<file path="src/rtl/rx_fifo.sv">
// rx_fifo: receive-side flit buffer, first-word-fall-through.
// Status flags decode from the registered occupancy only.
`ifndef PAYLOAD_SIZE
`define PAYLOAD_SIZE 8
`endif
`ifndef ADDR_SZ
`define ADDR_SZ 4
`endif

module rx_fifo #(
  parameter int DEPTH     = 4,
  parameter int AFULL_LVL = DEPTH - 1
) (
  input  logic                       clk,
  input  logic                       rst_n,
  input  logic                       write,
  input  logic [`PAYLOAD_SIZE+`ADDR_SZ-1:0] item_in,
  output logic                       full,
  output logic                       afull,
  output logic                       valid,
  output logic [`PAYLOAD_SIZE+`ADDR_SZ-1:0] item_out,
  input  logic                       read,
  output logic [$clog2(DEPTH):0]     count,
  output logic                       ovf,
  output logic                       udf
);

  localparam int W  = `PAYLOAD_SIZE + `ADDR_SZ;
  localparam int PW = $clog2(DEPTH);
  localparam int CW = PW + 1;

  logic [W-1:0]  mem [DEPTH];
  logic [PW-1:0] wr_ptr;
  logic [PW-1:0] rd_ptr;
  logic          push;
  logic          pop;

  // Push never looks at read, so a full FIFO drops writes even
  // when a pop happens in the same cycle.
  assign push = write & ~full;
  assign pop  = read & valid;

  assign full     = (count == CW'(DEPTH));
  assign afull    = (count >= CW'(AFULL_LVL));
  assign valid    = (count != '0);
  assign item_out = mem[rd_ptr];

  // Storage is left unreset; stale entries are masked by count.
  always_ff @(posedge clk) begin
    if (push) mem[wr_ptr] <= item_in;
  end

  // Pointers wrap naturally at a power-of-two depth.
  always_ff @(posedge clk or negedge rst_n) begin
    if (!rst_n) begin
      wr_ptr <= '0;
      rd_ptr <= '0;
    end else begin
      if (push) wr_ptr <= wr_ptr + PW'(1);
      if (pop)  rd_ptr <= rd_ptr + PW'(1);
    end
  end

  // Occupancy moves only when exactly one side is accepted.
  always_ff @(posedge clk or negedge rst_n) begin
    if (!rst_n) begin
      count <= '0;
    end else if (push && !pop) begin
      count <= count + CW'(1);
    end else if (pop && !push) begin
      count <= count - CW'(1);
    end
  end

  // Sticky error flags, cleared only by reset.
  always_ff @(posedge clk or negedge rst_n) begin
    if (!rst_n) begin
      ovf <= 1'b0;
      udf <= 1'b0;
    end else begin
      if (write && full)  ovf <= 1'b1;
      if (read  && !valid) udf <= 1'b1;
    end
  end

endmodule

</file>
<file path="config.mk">
export PLATFORM = sky130hd
export DESIGN_NAME = rx_fifo
export DESIGN_NICKNAME = d
export VERILOG_FILES = /design/src/rtl/rx_fifo.sv
export SDC_FILE = /design/constraint.sdc
export NUM_CORES = 1
export LEC_CHECK = 0
export CAP_MARGIN = 5
export CORE_ASPECT_RATIO = 1.1
export CORE_UTILIZATION = 50
export DETAILED_ROUTE_END_ITERATION = 8
export PLACE_DENSITY = 0.75
export SLEW_MARGIN = 40
export SYNTH_ARGS = -nofsm -noshare
export SYNTH_HDL_FRONTEND = slang
export SYNTH_SLANG_ARGS = --single-unit
</file>
<file path="constraint.sdc">
create_clock -name clk -period 2.4 [get_ports clk]
set_input_delay 0.36 -clock clk [delete_from_list [all_inputs] [get_ports clk]]
set_output_delay 0.36 -clock clk [all_outputs]
set_load 0.05 [all_outputs]
</file>
==> impl_metrics.env <==
export IMPL_run_status="complete, no violations"
export IMPL_arrival_ns=1.92
export IMPL_fin_skew_ns=0.00544
export IMPL_setup_viol=0
export IMPL_first_pass_iters=4
export IMPL_max_slew_margin_rel=0.631
export IMPL_dieArea_um2=4870
export IMPL_cts_buffer_depth=2
export IMPL_cp_top_family="buffers and inverters"
export IMPL_io_pin_count=36
export IMPL_ys_ff_latch=57
export IMPL_wirelength_mm=3.61
export IMPL_worstMarginPinSlew_ns=0.554
export IMPL_critPathMaxStageDelay_ns=0.71
export IMPL_post_route_min_period_ns=2.28
export IMPL_grt_usage=0.172
export IMPL_slowest_stage="clkdlybuf4s50_1"
export IMPL_synth_edf_count=48
export IMPL_clock_latency_ns=0.31
export IMPL_start_kind="register"
export IMPL_synth_nets=126
export IMPL_port_buffers=35
export IMPL_r2r_cells=8
export IMPL_drc=0
export IMPL_grt_first_pass_wirelength_mm=5.61
export IMPL_finalCritPeriodShare=0.951
export IMPL_multi_input_area_um2=586
export IMPL_postSynthCellCount=104
export IMPL_cts_resized=0
export IMPL_worst_setup_path_type="register to output pin"
export IMPL_final_util=0.660
export IMPL_vias_per_cell=5.34
export IMPL_reg2reg_slack_ns=0.25
export IMPL_seq_area_um2=1670
export IMPL_min_path_type="primary input to asynchronous set/reset pin"
export IMPL_row_count=25
export IMPL_antenna_cells=0
export IMPL_synth_flop_cell="edfxtp_1"
export IMPL_rsz0062_at_grt="no"
export IMPL_place_hpwl_mm=2.44
export IMPL_cts_tree="built"
export IMPL_die_h_um=73.1
export IMPL_path_depth=2
export IMPL_drive_above_1_share=0.281
export IMPL_fill_cells=293
export IMPL_fin_ws_ns=0.118
export IMPL_synth_cell_types=22
export IMPL_holdBufCountCts=0
export IMPL_core_um2=4350
export IMPL_grt_max_degree=14
export IMPL_crit_fanout=6
export IMPL_critical_path_required_ns=2.04
export IMPL_num_vias=1105
export IMPL_globalplace_congestion=0.662
export IMPL_crit_chain="or3_4 > clkdlybuf4s50_1"
export IMPL_h_tree_depth=3
export IMPL_tns_ns=0
export IMPL_startpoint="count[0]"
export IMPL_grt_overflow_total=0
export IMPL_grt_pass1_vias=1181
export IMPL_start_util=0.529
export IMPL_post_place_ws_ns=0.210
export IMPL_syn_area_um2=2300
export IMPL_drtAntennaViolNets=0
export IMPL_timing_rr_end="count[2]"
export IMPL_cp_end_kind="output pin"
export IMPL_nets=170
export IMPL_postCtsSetupBuffers=0
export IMPL_critPathCapture="valid"
export IMPL_fmax_mhz=438
export IMPL_drtIter0Drc=31
export IMPL_die_w_um=66.7
export IMPL_areaGrowthSynthToFinish_pct=24.8
export IMPL_hold_viol_final=0
export IMPL_ctsRootBufferMaster="clkbuf_8"
export IMPL_clkTransAtPathRegs_ns=0.06
export IMPL_antenna_found_initial=0
export IMPL_drv_slew=0
export IMPL_seq_area_frac_synth=0.725
export IMPL_synth_avg_cell_area_um2=22.1
export IMPL_cts_made_buffers=9
export IMPL_ys_warn_count=0
export IMPL_wire_per_inst_um=17.4
export IMPL_drv_cap=0
export IMPL_cts_sinks=57
export IMPL_path_buf_inv=1
export IMPL_synthArstFlopShare=0.158
export IMPL_r2r_start="count[0]"
[per-stage QoR]
| stage | instances | instance area, um2 | hold WS, ns |
|---|---|---|---|
| after floorplan | 104 | 2310 | 0.0644 |
| after detailed placement | 191 | 2690 | 0.448 |
| after CTS | 207 | 2870 | 0.345 |
| after global routing | 207 | 2870 | 0.366 |
| after global placement | 191 | 2690 | 0.450 |
| final | 207 | 2870 | 0.344 |
[cell families (layout without fill, tap and decap cells)]
kind of cell,Yosys count,in the layout,synth area share
DFF,57,57,0.725
muxes,14,14,0.149
and+or+nand+nor,10,10,0.0354
buffers and inverters,8,57,0.0218
adders and majority gates,6,6,0.0359
xor gates and xnor gates,6,6,0.0229
AOI/OAI and AO/OA,3,3,0.0109
[how the worst min path moves through the flow]
stage                     startpoint         to  slack, ns  cells after the start
after detailed placement         ovf        ovf       0.45                      1
after floorplan                rst_n   count[0]       0.06                      0
after global routing           rst_n  wr_ptr[0]       0.37                      1
final                          rst_n  wr_ptr[0]       0.34                      1
after CTS                      rst_n  wr_ptr[0]       0.35                      1
after global placement           ovf        ovf       0.45                      1
[cells in the mapped netlist (2+ instances only)]
master,count,area share
a21o_2,2,0.0076
xor2_1,2,0.0076
ha_1,5,0.027
xnor2_1,4,0.015
dfrtp_1,9,0.098
edfxtp_1,48,0.63
mux4_1,12,0.14
buf_6,2,0.0098
inv_1,4,0.0065
and2_2,4,0.013
[layout by cell type, fill, tap and decap left out, drive strengths merged]
cell type      count
nor3b              1
mux4              12
mux2               2
xor2               2
ha                 5
dfrtp              9
or3                1
nand2              1
buf               14
fa                 1
clkdlybuf4s50     23
clkbuf            13
nor2               1
o21bai             1
edfxtp            48
a21o               2
nand3              1
xnor2              4
inv                4
nor2b              1
clkinv             3
and2               4
[cell type report]
type | count | area share
sequential | 57 | 0.582
multi-input combinational | 39 | 0.204
timing repair buffer | 37 | 0.121
clock buffer | 13 | 0.0589
tap | 54 | 0.0235
inverter | 4 | 0.00523
clock inverter | 3 | 0.00480
[sequential cells by signal, indices dropped and copies added (netlist names)]
name / count
mem: 48
ovf: 1
udf: 1
rd_ptr: 2
count: 3
wr_ptr: 2
[per-layer routing]
layer | share of wire | vias up | global-route usage
met4 | 0.013 | 0 | 0.0780
met5 | 0 | - | 0
li1 | - | 506 | -
met3 | 0.049 | 4 | 0.0734
met2 | 0.53 | 30 | 0.284
met1 | 0.40 | 565 | 0.190
Power is not shown: default switching activity piles up to over one toggle a cycle in this logic, so the estimate is an artifact.
